**src/rtl/execute_pkg.sv**
```systemverilog
// Shared types and default widths for the execute issue arbiter.
// The issue_slot_t layout follows the DEF_* widths below.
package execute_pkg;

  localparam int unsigned DEF_SCALAR_DATA_WIDTH = 48;
  localparam int unsigned DEF_VECTOR_DATA_WIDTH = 8;
  localparam int unsigned DEF_VECTOR_SIZE       = 6;
  localparam int unsigned DEF_TAG_WIDTH         = 4;
  localparam int unsigned DEF_MAX_WAIT          = 7;
  localparam int unsigned ALU_CTRL_WIDTH        = 3;
  localparam int unsigned GRANT_COUNT_WIDTH     = 8;

  typedef enum logic {
    GRANT_SCALAR = 1'b0,
    GRANT_VECTOR = 1'b1
  } grant_e;

  typedef logic [DEF_SCALAR_DATA_WIDTH-1:0]                       sdata_t;
  typedef logic [DEF_VECTOR_SIZE-1:0][DEF_VECTOR_DATA_WIDTH-1:0] vdata_t;

  typedef struct packed {
    logic [ALU_CTRL_WIDTH-1:0] aluControl;
    logic                      isScalar;
    logic [DEF_TAG_WIDTH-1:0]  tag;
    sdata_t                    sData1;
    sdata_t                    sData2;
    vdata_t                    vOperand1;
    vdata_t                    vOperand2;
  } issue_slot_t;

endpackage

```
**src/rtl/execute_issue_arbiter_rr_arbiter2.sv**
```systemverilog
// Two-input round-robin arbiter: on contention the source not granted last wins.
// Grants are combinational; the last-grant state updates only on an actual grant.
module rr_arbiter2
  import execute_pkg::*;
(
  input  logic clk,
  input  logic nReset,
  input  logic i_en,
  input  logic i_flush,
  input  logic i_req_s,
  input  logic i_req_v,
  output logic o_gnt_s_c,
  output logic o_gnt_v_c
);

  grant_e r_last_grant;
  logic   w_pick_v;
  logic   w_go;

  always_comb begin
    w_go      = i_en && !i_flush;
    w_pick_v  = i_req_v && (!i_req_s || (r_last_grant == GRANT_SCALAR));
    o_gnt_v_c = w_go && w_pick_v;
    o_gnt_s_c = w_go && i_req_s && !w_pick_v;
  end

  // Reset to vector so the first contended grant goes to scalar.
  always_ff @(posedge clk or negedge nReset) begin
    if (!nReset) begin
      r_last_grant <= GRANT_VECTOR;
    end else if (o_gnt_v_c) begin
      r_last_grant <= GRANT_VECTOR;
    end else if (o_gnt_s_c) begin
      r_last_grant <= GRANT_SCALAR;
    end
  end

endmodule

```
**src/rtl/execute_issue_arbiter.sv**
```systemverilog
// Arbitrates scalar and vector issue ports into one registered execute issue slot.
// EXECUTE_SCALAR_PRIORITY_EN selects fixed scalar priority with a vector starvation limit.
module execute_issue_arbiter
  import execute_pkg::*;
#(
  parameter int unsigned SCALAR_DATA_WIDTH = DEF_SCALAR_DATA_WIDTH,
  parameter int unsigned VECTOR_DATA_WIDTH = DEF_VECTOR_DATA_WIDTH,
  parameter int unsigned VECTOR_SIZE       = DEF_VECTOR_SIZE,
  parameter int unsigned TAG_WIDTH         = DEF_TAG_WIDTH,
  parameter int unsigned MAX_WAIT          = DEF_MAX_WAIT
) (
  input  logic                                             clk,
  input  logic                                             nReset,
  input  logic                                             flush,
  input  logic                                             sValid,
  output logic                                             sReady,
  input  logic [SCALAR_DATA_WIDTH-1:0]                     sData1,
  input  logic [SCALAR_DATA_WIDTH-1:0]                     sData2,
  input  logic [ALU_CTRL_WIDTH-1:0]                        sAluControl,
  input  logic [TAG_WIDTH-1:0]                             sTag,
  input  logic                                             vValid,
  output logic                                             vReady,
  input  logic [VECTOR_SIZE-1:0][VECTOR_DATA_WIDTH-1:0]    vOperand1,
  input  logic [VECTOR_SIZE-1:0][VECTOR_DATA_WIDTH-1:0]    vOperand2,
  input  logic [ALU_CTRL_WIDTH-1:0]                        vAluControl,
  input  logic [TAG_WIDTH-1:0]                             vTag,
  output logic                                             outValid,
  input  logic                                             outReady,
  output logic [SCALAR_DATA_WIDTH-1:0]                     outScalarData1,
  output logic [SCALAR_DATA_WIDTH-1:0]                     outScalarData2,
  output logic [VECTOR_SIZE-1:0][VECTOR_DATA_WIDTH-1:0]    outVectorOperand1,
  output logic [VECTOR_SIZE-1:0][VECTOR_DATA_WIDTH-1:0]    outVectorOperand2,
  output logic [ALU_CTRL_WIDTH-1:0]                        outAluControl,
  output logic                                             outIsScalar,
  output logic [TAG_WIDTH-1:0]                             outTag,
  output logic [GRANT_COUNT_WIDTH-1:0]                     grantCount
);

  logic                         r_out_valid;
  issue_slot_t                  r_slot;
  logic [GRANT_COUNT_WIDTH-1:0] r_grant_count;
  issue_slot_t                  w_load;
  logic                         w_slot_free;
  logic                         w_gnt_s;
  logic                         w_gnt_v;

  assign w_slot_free = !r_out_valid || outReady;

`ifdef EXECUTE_SCALAR_PRIORITY_EN
  localparam int unsigned WAIT_W = (MAX_WAIT > 0) ? $clog2(MAX_WAIT + 1) : 1;

  logic [WAIT_W-1:0] r_wait;
  logic              w_force_v;
  logic              w_go;

  // Scalar wins contention unless the vector side has waited MAX_WAIT cycles.
  always_comb begin
    w_go      = w_slot_free && !flush;
    w_force_v = (r_wait == WAIT_W'(MAX_WAIT));
    w_gnt_v   = w_go && vValid && (w_force_v || !sValid);
    w_gnt_s   = w_go && sValid && !w_gnt_v;
  end

  always_ff @(posedge clk or negedge nReset) begin
    if (!nReset) begin
      r_wait <= '0;
    end else if (flush || w_gnt_v) begin
      r_wait <= '0;
    end else if (vValid && !w_force_v) begin
      r_wait <= r_wait + WAIT_W'(1);
    end
  end
`else
  logic w_unused_max_wait;
  assign w_unused_max_wait = ^32'(MAX_WAIT);

  rr_arbiter2 u_rr_arbiter2 (
    .clk       (clk),
    .nReset    (nReset),
    .i_en      (w_slot_free),
    .i_flush   (flush),
    .i_req_s   (sValid),
    .i_req_v   (vValid),
    .o_gnt_s_c (w_gnt_s),
    .o_gnt_v_c (w_gnt_v)
  );
`endif

  assign sReady = w_gnt_s;
  assign vReady = w_gnt_v;

  // Slot image for the granted source; fields of the other kind load as zero.
  always_comb begin
    w_load = '0;
    if (w_gnt_s) begin
      w_load.aluControl = sAluControl;
      w_load.isScalar   = 1'b1;
      w_load.tag        = sTag;
      w_load.sData1     = sData1;
      w_load.sData2     = sData2;
    end else begin
      w_load.aluControl = vAluControl;
      w_load.tag        = vTag;
      w_load.vOperand1  = vOperand1;
      w_load.vOperand2  = vOperand2;
    end
  end

  // Flush beats both a new grant and consumption; data holds when not reloaded.
  always_ff @(posedge clk or negedge nReset) begin
    if (!nReset) begin
      r_out_valid   <= 1'b0;
      r_slot        <= '0;
      r_grant_count <= '0;
    end else if (flush) begin
      r_out_valid <= 1'b0;
    end else if (w_gnt_s || w_gnt_v) begin
      r_out_valid   <= 1'b1;
      r_slot        <= w_load;
      r_grant_count <= r_grant_count + GRANT_COUNT_WIDTH'(1);
    end else if (outReady) begin
      r_out_valid <= 1'b0;
    end
  end

  assign outValid          = r_out_valid;
  assign outScalarData1    = r_slot.sData1;
  assign outScalarData2    = r_slot.sData2;
  assign outVectorOperand1 = r_slot.vOperand1;
  assign outVectorOperand2 = r_slot.vOperand2;
  assign outAluControl     = r_slot.aluControl;
  assign outIsScalar       = r_slot.isScalar;
  assign outTag            = r_slot.tag;
  assign grantCount        = r_grant_count;

endmodule

```
**config.mk**
```make
export PLATFORM = sky130hd
export DESIGN_NAME = execute_issue_arbiter
export DESIGN_NICKNAME = d
export VERILOG_FILES = /design/src/rtl/execute_pkg.sv /design/src/rtl/execute_issue_arbiter_rr_arbiter2.sv /design/src/rtl/execute_issue_arbiter.sv
export SDC_FILE = /design/constraint.sdc
export NUM_CORES = 1
export LEC_CHECK = 0
export BUFFER_PORTS_ARGS = -buffer_cell sky130_fd_sc_hd__buf_2
export CORE_AREA = 2 2 164 166
export CTS_BUF_LIST = sky130_fd_sc_hd__clkbuf_8
export CTS_CLUSTER_SIZE = 8
export DETAILED_ROUTE_END_ITERATION = 10
export DIE_AREA = 0 0 166 168
export MAX_ROUTING_LAYER = met4
export SLEW_MARGIN = 20
export SYNTH_ARGS = -nofsm -noshare
export SYNTH_HDL_FRONTEND = slang
export SYNTH_SLANG_ARGS = --single-unit
```
**constraint.sdc**
```tcl
create_clock -name clk -period 1.9 [get_ports clk]
set_clock_uncertainty 0.2 [all_clocks]
set_input_delay 0 -clock clk [delete_from_list [all_inputs] [get_ports clk]]
set_output_delay 0 -clock clk [all_outputs]
set_load 0.05 [all_outputs]
```
==> flow_summary.toml, run 1 <==
[placement]
io_buffers = 422
post-dp-hpwl_um = 19390
gp_congestion = 0.8052

[detailed_routing]
vias = 8651
first_pass_iters = 4
post_drt_wl_per_cell_um = 18.37
drcViolationCount = 0
routed_wl_um = 31710
drt-initial-drc-count = 472
ant_nets = 0
vias_per_cell = 5.012

[grt]
overflow = 0
track_usage_pct = 22.65
grt_first_pass_wirelength_um = 49620
antenna_found_initial = 3
grt_max_degree = 97
grt_pass1_vias = 8935

[power]
peakVddDrop_v = 0.0006985
power_mw = 14.96
p_comb_share_pct = 36.1
swShare_pct = 40.52
power_switching_mw = 6.063
cellPowerDensity_nw_per_um2 = 1066
p_int_mw = 8.898
seqPwrFrac_pct = 37.3
clkPwrFrac_pct = 26.6
p_leak_nw = 7.348

[setup_path]
endpoint_kind = "output port"
crit_required_ps = 1700
crit_type = "reg -> out"
startpoint_type = "flop"
r2r_cells = 4
path_max_fanout = 3
worstPathArrival_ps = 1660

[final_layout]
layout.nets = 1574
final_common_cell = "buf_2"
layout_common_cells = "buf_2, dlygate4sd3_1, dfrtp_1"
multi_input_area_um2 = 2865
register_area_um2 = 5258
fill_cells = 2233
layout-drive-gt1-share_pct = 38.13
syn2layout_area_growth_pct = 66.13
utilization_pct = 53.26

[cts]
cts_buffers = 38
clk_path_buf_depth = 3
cts-root-buf = "clkbuf_8"
cts_htree_levels = 2
cts.sinks = 210
path_clk_slew_ps = 60
cts_tree = "done"
clk_latency_ps = 500

[synth]
synth_nets = 938
syn-cell-area_um2 = 8448
ys_warn_count = 0
ys_types = 30
netlist_instances = 725
synth-seq-area-share_pct = 62.22
synth-seq-cells = 210
syn_area_per_cell_um2 = 11.65

[timing]
period_minus_slack_ps = 1860
hold_viol = 0
tightest_slew_ps = 886.5
final_max_slew_viol_count = 0
setup_viol = 0
rsz0062_at_grt = "true"
fin_crit_sh_pct = 97.88
max_slew_margin_pct = 40.77
fmax_ghz = 0.5377

[outcome]
outcome = "finished, final reports clean"

[die]
die_x_um = 166
num_rows = 60
fp.coreArea_um2 = 26350
dieHeight_um = 168
pin_count = 423
start_util_pct = 32.06
die_area_um2 = 27890

[hold_path]
hold_depth = 3
hold_class = "in -> reg"

[run]
cap_violations = 0
[cell usage after synthesis (all sizes together)]
library cell	count	area, µm²
a22o	97	849.6
o211ai	96	720.7
inv	2	7.500
dfstp	1	26.28
xor2	2	17.52
nand2b	10	62.56
clkbuf	44	165.2
o21ai	96	480.5
and3b	1	8.760
dfrtp	209	5230
nor2	3	13.77
ha	1	12.51
buf	31	224.0
nor2b	3	18.77
nor3	3	37.53
xnor2	5	43.79
nand4	1	6.260
a21oi	2	10.01
o221a	7	78.83
nand3	4	25.02
or3	1	6.260
nand2	105	394.1
and4	1	8.760
[worst max-delay path: stages, from the launching register on]
cell and delay (ps):
dfstp_2 560, buf_6 110, nand2b_4 110, nand3_4 70
inv_4 80, buf_12 100, buf_12 120
[cells by family after synthesis]
| family | Yosys count | synth area share, % |
|---|---|---|
| AOI/OAI and AO/OA | 298 | 25.33 |
| DFF | 210 | 62.22 |
| and+or+nand+nor | 132 | 6.887 |
| buffers and inverters | 77 | 4.695 |
| xor gates and xnor gates | 7 | 0.7257 |
| adders and majority gates | 1 | 0.1481 |
[per-stage QoR]
| stage | std cells | TNS [ps] | instance area, µm² | worst slack [ps] | hold slack (ps) |
|---|---|---|---|---|---|
| after global routing | 1726 | -2189 | 14030 | -67.21 | 22.31 |
| after global placement | 1440 | 0 | 11030 | 38.33 | -247.3 |
| final | 1726 | 0 | 14030 | 40.34 | 41.75 |
| after detailed placement | 1440 | 0 | 11030 | 43.19 | -245.7 |
| after floorplan | 725 | -690.6 | 8471 | -9.810 | -495.6 |
| after CTS | 1720 | -53.23 | 13990 | -29.93 | 6.297 |
[worst paths after layout]
check / start / end / slack (ps)
max: u_rr_arbiter2.r_last_grant / sReady / 40
min: sData1[43] / outScalarData1[43] / 40
max reg2reg: u_rr_arbiter2.r_last_grant / outVectorOperand1[28] / 40
min reg2reg: grantCount[7] / grantCount[7] / 280
max in group asynchronous: nReset / u_rr_arbiter2.r_last_grant / 450
min in group asynchronous: nReset / outScalarData2[7] / 370
[layout make-up]
cell class | count | share of cell area, %
Timing Repair Buffer | 671 | 34.01
Clock buffer | 43 | 4.217
Sequential cell | 210 | 37.46
Antenna cell | 3 | 0.05349
Multi-Input combinational cell | 438 | 20.42
Tap cell | 341 | 3.040
Inverter | 2 | 0.09807
Clock inverter | 18 | 0.7043
[power by group through the flow]
stage | Clock [mW] | Sequential, mW | Combinational, mW
2_1_floorplan | 0 | 8.05 | 1.02
3_5_place_dp | 0 | 5.61 | 4.98
4_1_cts | 4.11 | 5.56 | 5.40
5_1_grt | 4.33 | 5.66 | 5.68
6_report | 3.98 | 5.58 | 5.40
3_3_place_gp | 0 | 5.61 | 4.96
[flip-flops by register name, summed over array words and instances (netlist names), 3 cells and up]
register / count
outVectorOperand1: 48
outAluControl: 3
outTag: 4
outVectorOperand2: 48
outScalarData1: 48
outScalarData2: 48
grantCount: 8
[timing repair]
item / CTS / global route
hold buffers: 213 / 0
cloned: 2 / 0
buffers inserted: 4 / 3
gates resized for setup: 11 / 3
pin swaps: 2 / 41
endpoints found under the setup margin: 2 / 93
endpoints found under the hold margin: 419 / 0
[layer usage]
metal	track usage [%]	vias to the layer above	wire (µm)
met5	-	-	0
met4	6.881	0	833
met3	4.913	69	2220
met2	38.35	405	16020
met1	27.23	4243	12640
li1	-	3934	-
Power figures use the tool's default switching activity.
==> inputs of run 2 (changes only) <==
--- a/constraint.sdc
+++ b/constraint.sdc
@@ -4,2 +4,2 @@
 set_output_delay 0 -clock clk [all_outputs]
-set_load 0.05 [all_outputs]
+set_load 0.02 [all_outputs]
==> run 2 against run 1 <==
  * Sequential share of layout area shrank 0.24 points
  * Sequential cell count is the same
  * First-iteration DRC count shrank 5.3%
  * Critical path type unchanged
  * Die area is the same
  * Via count shrank 0.29%
  * Count of clock-buffer cells in the layout grew 8
  * Non-clock buffer count grew 1
  * Register-to-register slack gained 60 ps
  * Combinational power shrank 30%
  * Worst setup slack gained 54 ps
  * Global-route usage grew 0.17 points
  * Sequential power is essentially flat
==> flow_summary.toml, run 2 (same netlist as run 1, synthesis figures left out) <==
[power]
peakVddDrop_v = 0.0005786
power_mw = 13.71
p_leak_nw = 7.411
cellPowerDensity_nw_per_um2 = 970.7

[detailed_routing]
post_drt_wl_per_cell_um = 18.09
vias = 8626
drt-initial-drc-count = 447
first_pass_iters = 5
drcViolationCount = 0
vias_per_cell = 4.977
ant_nets = 0
routed_wl_um = 31350

[setup_path]
crit_type = "reg -> out"
rr_endpoint = "grantCount[7]"
cp_cell_sequence = "nor2b_4 > nor2_4 > buf_12 > nand3_4 > inv_2 > buf_4"
worstPathArrival_ps = 1610
startpoint_type = "flop"
path_max_fanout = 4
worstReg2RegStart = "outValid"
endpoint_kind = "output port"
crit_slowest_cell = "dfrtp_1"
crit_required_ps = 1700
slowest_delay_ps = 370
ff2ff_setup_slack_ps = 100
cpLargestDelayFamily = "simple AND/OR/NAND/NOR gates"
r2r_cells = 5
crit_buf_inv = 3

[die]
die_area_um2 = 27890
start_util_pct = 32.06
pin_count = 423
fp.coreArea_um2 = 26350
die_x_um = 166
num_rows = 60
dieHeight_um = 168

[hold_path]
hold_depth = 3
min_from = "sData1[5]"
hold_class = "in -> reg"
holdPathEnd = "outScalarData1[5]"

[cts]
cts_tree = "done"
cts_buffers = 38
cts_htree_levels = 2
clk_latency_ps = 520
clk_path_buf_depth = 3
cts.sinks = 210
cts-root-buf = "clkbuf_8"
path_clk_slew_ps = 60

[timing]
worst_slack_ps = 94.62
max_slew_margin_pct = 67.55
fin_crit_sh_pct = 95.02
setup_viol = 0
rsz0062_at_grt = "false"
hold_viol = 0
tightest_slew_ps = 486.7
period_minus_slack_ps = 1805
final_max_slew_viol_count = 0
fmax_ghz = 0.5539

[placement]
io_buffers = 422
gp_congestion = 0.7921
preCtsSetupSlack_ps = -49.81
place_inst = 1438
post-dp-hpwl_um = 19010

[final_layout]
layout-drive-gt1-share_pct = 38.54
layout_common_cells = "buf_2, dlygate4sd3_1, dfrtp_1"
layout.nets = 1575
syn2layout_area_growth_pct = 67.18
fill_cells = 2231
layout.cells.non_filler = 1733
final_common_cell = "buf_2"

[grt]
grt_max_degree = 99
grt_pass1_vias = 9073
track_usage_pct = 22.81
antenna_found_initial = 3
grt_first_pass_wirelength_um = 50220
overflow = 0

[run]
cap_violations = 0

[outcome]
outcome = "finished, final reports clean"
run 2: where the power goes:
part	total [mW]	leakage (nW)	internal, mW	switching (mW)
sequential	5.58	2.71	5.17	0.405
clock	4.37	0.447	2.52	1.85
combinational	3.76	4.26	1.54	2.22
total	13.7	7.41	9.23	4.48
run 2: worst max-delay path by stage:
stage / cells after the start / slack [ps] / end / startpoint
3_5_place_dp: 5 / -50 / outTag[2] / outValid
5_1_grt: 6 / 2 / vReady / outValid
6_report: 6 / 90 / vReady / outValid
4_1_cts: 7 / 10 / outIsScalar / outValid
2_1_floorplan: 6 / 40 / outScalarData1[15] / outValid
3_3_place_gp: 5 / 10 / outAluControl[1] / outValid
run 2: area by class of cell:
type	instances	area (µm²)	area share [%]
clock buffer	51	701.9	4.970
timing repair buffer	672	4762	33.72
tap	341	426.7	3.021
inverter	2	12.51	0.08859
multi-input combinational	438	2865	20.29
clock inverter	15	88.84	0.6290
sequential	210	5256	37.22
antenna	4	10.01	0.07087
run 2: per-layer routing:
metal / up-vias / track usage [%] / wire length [µm]
met5: - / - / 0
met4: 0 / 7.183 / 784
met3: 67 / 5.736 / 2544
met2: 420 / 37.40 / 15410
met1: 4183 / 27.85 / 12610
li1: 3956 / - / -
run 2: worst register-to-register path, cell delays in order, from the launching register on:
cell and delay (ps):
dfrtp_1 370, nor2b_4 140, or3_4 400, buf_12 200, nor3_4 260, xor2_1 150
run 2: repair_timing:
item / 4_1_cts / 5_1_grt
resized for setup: 14 / 2
setup endpoints to repair: 9 / 19
hold buffers: 214 / 0
endpoints found under the hold margin: 418 / 0
buffers inserted: 8 / 1
gates cloned: 2 / 0
pin swaps: 2 / 1
run 2: stage by stage:
| stage | hold slack (ps) | cell area (µm²) | utilization [%] | setup TNS (ps) |
|---|---|---|---|---|
| 2_1_floorplan | -495.6 | 8449 | - | 0 |
| 3_3_place_gp | -221.8 | 10980 | 41.68 | 0 |
| 3_5_place_dp | -221.9 | 10980 | 41.68 | -336.7 |
| 4_1_cts | 4.729 | 14100 | 53.51 | 0 |
| 5_1_grt | 21.99 | 14120 | 53.59 | 0 |
| 6_report | 43.90 | 14120 | 53.60 | 0 |
==> inputs of run 3 (changes only) <==
Settings changed: ABC_AREA from default to 1, ABC_CLOCK_PERIOD_IN_PS from default to 1900.
==> run 3 against run 2 <==
  * Wire length up 8.5%
  * Clock power down 2%
  * Largest cell class is now non-clock buffers
  * Design area up 6.4%
  * Highest routed layer unchanged
  * Via count up 13%
  * Sequential share of layout area down 2.2 points
  * Core utilization up 3.4 points
  * Combinational power up 6.1%
==> flow_summary.toml, run 3 <==
[run]
cap_violations = 0

[cts]
cts.sinks = 210
path_clk_slew_ps = 70
clk_latency_ps = 520
cts_htree_levels = 2
cts_tree = "done"
cts_buffers = 38
cts-root-buf = "clkbuf_8"
clk_path_buf_depth = 3

[synth]
yosys.area_share.simple_pct = 23.91
async_flop_share_pct = 100.0
yosysMostFrequentCell = "nand2_1"
synth_edf_count = 0
syn_area_per_cell_um2 = 9.022
synth_mux_area_share_pct = 0
ys_warn_count = 0
netlist.area_leader.share_pct = 60.07
synthXorXnorAreaFrac_pct = 0.1006
netlist_instances = 965
synth-seq-area-share_pct = 60.38
ys_top_cells_by_area = "dfrtp_1, nand3_1, nand2_1"
synth_flop_cell = "dfrtp_1"
synth_commonest_cells = "nand2_1, dfrtp_1, nand3_1"
synth_fa_ha_area_share_pct = 0.1437
synth-seq-cells = 210
syn-cell-area_um2 = 8706
synth_top_family_by_area = "simple AND/OR/NAND/NOR gates"
synth_largest_area_cell = "dfrtp_1"
synth_nets = 1178
ys_types = 20
synth_compound_area_share_pct = 6.166

[die]
die_area_um2 = 27890
start_util_pct = 33.04
die_x_um = 166
dieHeight_um = 168
fp.coreArea_um2 = 26350
pin_count = 423
num_rows = 60

[final_layout]
layout.nets = 1885
syn2layout_area_growth_pct = 72.58
utilization_pct = 57.02
diodes = 0
final_common_cell = "buf_2"
layout-drive-gt1-share_pct = 31.37
layout_common_cells = "buf_2, dlygate4sd3_1, nand2_1"

[timing]
hold_viol = 0
fmax_ghz = 0.5438
rsz0062_at_grt = "true"
tightest_slew_ps = 639.1
period_minus_slack_ps = 1839
setup_viol = 0
timing.hold.ws_ps = 26.72
final_max_slew_viol_count = 0
worst_slack_ps = 61.22
max_slew_margin_pct = 57.39
fin_crit_sh_pct = 96.78
fin_setup_tns_ps = 0

[power]
p_comb_share_pct = 28.6
peakVddDrop_v = 0.0005854
power_mw = 13.94
p_leak_nw = 8.034
power_switching_mw = 4.800
clkPwrFrac_pct = 30.8
swShare_pct = 34.43
p_int_mw = 9.139
cellPowerDensity_nw_per_um2 = 927.7
seqPwrFrac_pct = 40.5

[placement]
gp_congestion = 0.7895
io_buffers = 422
post-dp-hpwl_um = 18800
preCtsSetupSlack_ps = 82.50

[setup_path]
cp_common_cell = "nand2_1"
crit_required_ps = 2160
path_max_fanout = 16
startpoint_type = "flop"
cp_cell_sequence = "inv_2 > a21oi_4 > nand2_4 > inv_8 > buf_4 > bufbuf_16 > nand2_1 > nand2_1"
crit_slowest_cell = "dfstp_2"
endpoint_kind = "flop"
cpLargestDelayFamily = "buffers and inverters"
crit_type = "reg -> reg"
ff2ff_setup_slack_ps = 60
slowest_delay_ps = 540
crit_buf_inv = 4
worstPathArrival_ps = 2090

[detailed_routing]
drcViolationCount = 0
ant_nets = 0
vias = 9741
vias_per_cell = 4.775
post_drt_wl_per_cell_um = 16.67
drt-initial-drc-count = 768
first_pass_iters = 5
routed_wl_um = 34010

[grt]
grt_max_degree = 104
antenna_found_initial = 0
track_usage_pct = 23.88
grt_first_pass_wirelength_um = 52360
grt_pass1_vias = 10009
overflow = 0

[hold_path]
hold_class = "in -> reg"

[outcome]
outcome = "finished, final reports clean"
run 3: cell types whose count changed after synthesis, sizes merged, moves of 5 or more:
cell / delta
o211ai: -96
o221a: -7
nand3: +198
nand2b: -10
nand3b: +15
inv: +109
o21ai: +5
xnor2: -5
a22o: -97
nor2: +18
clkbuf: -28
nand2: +128
buf: +20
run 3: stage by stage:
step | area (µm²) | cells
finish | 15020 | 2040
CTS | 14880 | 2033
floorplan | 8706 | 965
global placement | 11220 | 1684
global route | 15020 | 2040
detailed placement | 11220 | 1684
run 3: logic make-up (layout without fill, tap and decap cells):
family	count (synthesis)	count (layout)
and+or+nand+nor	471	471
AOI/OAI and AO/OA	104	104
DFF	210	210
xor gates and xnor gates	1	1
adders and majority gates	1	1
buffers and inverters	178	912
run 3: final timing paths:
kind,startpoint,end,cells after the start
setup / recovery,u_rr_arbiter2.r_last_grant,outScalarData1[12],8
hold reg to reg,outScalarData1[14],outScalarData1[14],2
hold / removal,sData2[40],outScalarData2[40],4
min in group asynchronous,nReset,outScalarData1[24],3
setup reg to reg,u_rr_arbiter2.r_last_grant,outScalarData1[12],8
max in group asynchronous,nReset,u_rr_arbiter2.r_last_grant,4
run 3: power by group through the flow:
stage          sequential [mW]  combinational [mW]  clock (mW)
2_1_floorplan             6.58               0.995           0
3_3_place_gp              5.67                3.34           0
3_5_place_dp              5.69                3.38           0
4_1_cts                   5.63                3.90        4.39
5_1_grt                   5.75                4.31        4.63
6_report                  5.65                3.99        4.30
run 3: routing by layer:
| metal | GRT usage (%) | part of all wire [%] | vias to the layer above |
|---|---|---|---|
| li1 | - | - | 4508 |
| met1 | 27.37 | 38 | 4641 |
| met2 | 39.85 | 49 | 489 |
| met3 | 6.041 | 8.4 | 103 |
| met4 | 10.43 | 4.1 | 0 |
| met5 | - | 0 | - |
run 3: worst min-delay path, stage by stage:
cell and delay [ps]:
dlygate4sd3_1 520, buf_2 100, nand2_1 50, nand2_1 60
run 3: cell type report:
type,count,area [µm²]
clock inverter,17,81.33
multi-input combinational,577,2673
timing repair buffer,734,5463
clock buffer,50,688.2
sequential,210,5256
tap,341,426.7
fill,2204,11330
inverter,111,436.7
run 3: what timing repair did:
item | in CTS | in global routing
endpoints found under the setup margin | 2 | 89
hold endpoints to repair | 420 | 0
hold buffers | 271 | 0
cloned | 3 | 4
pin swaps | 3 | 4
resized for setup | 9 | 13
buffers inserted | 8 | 3
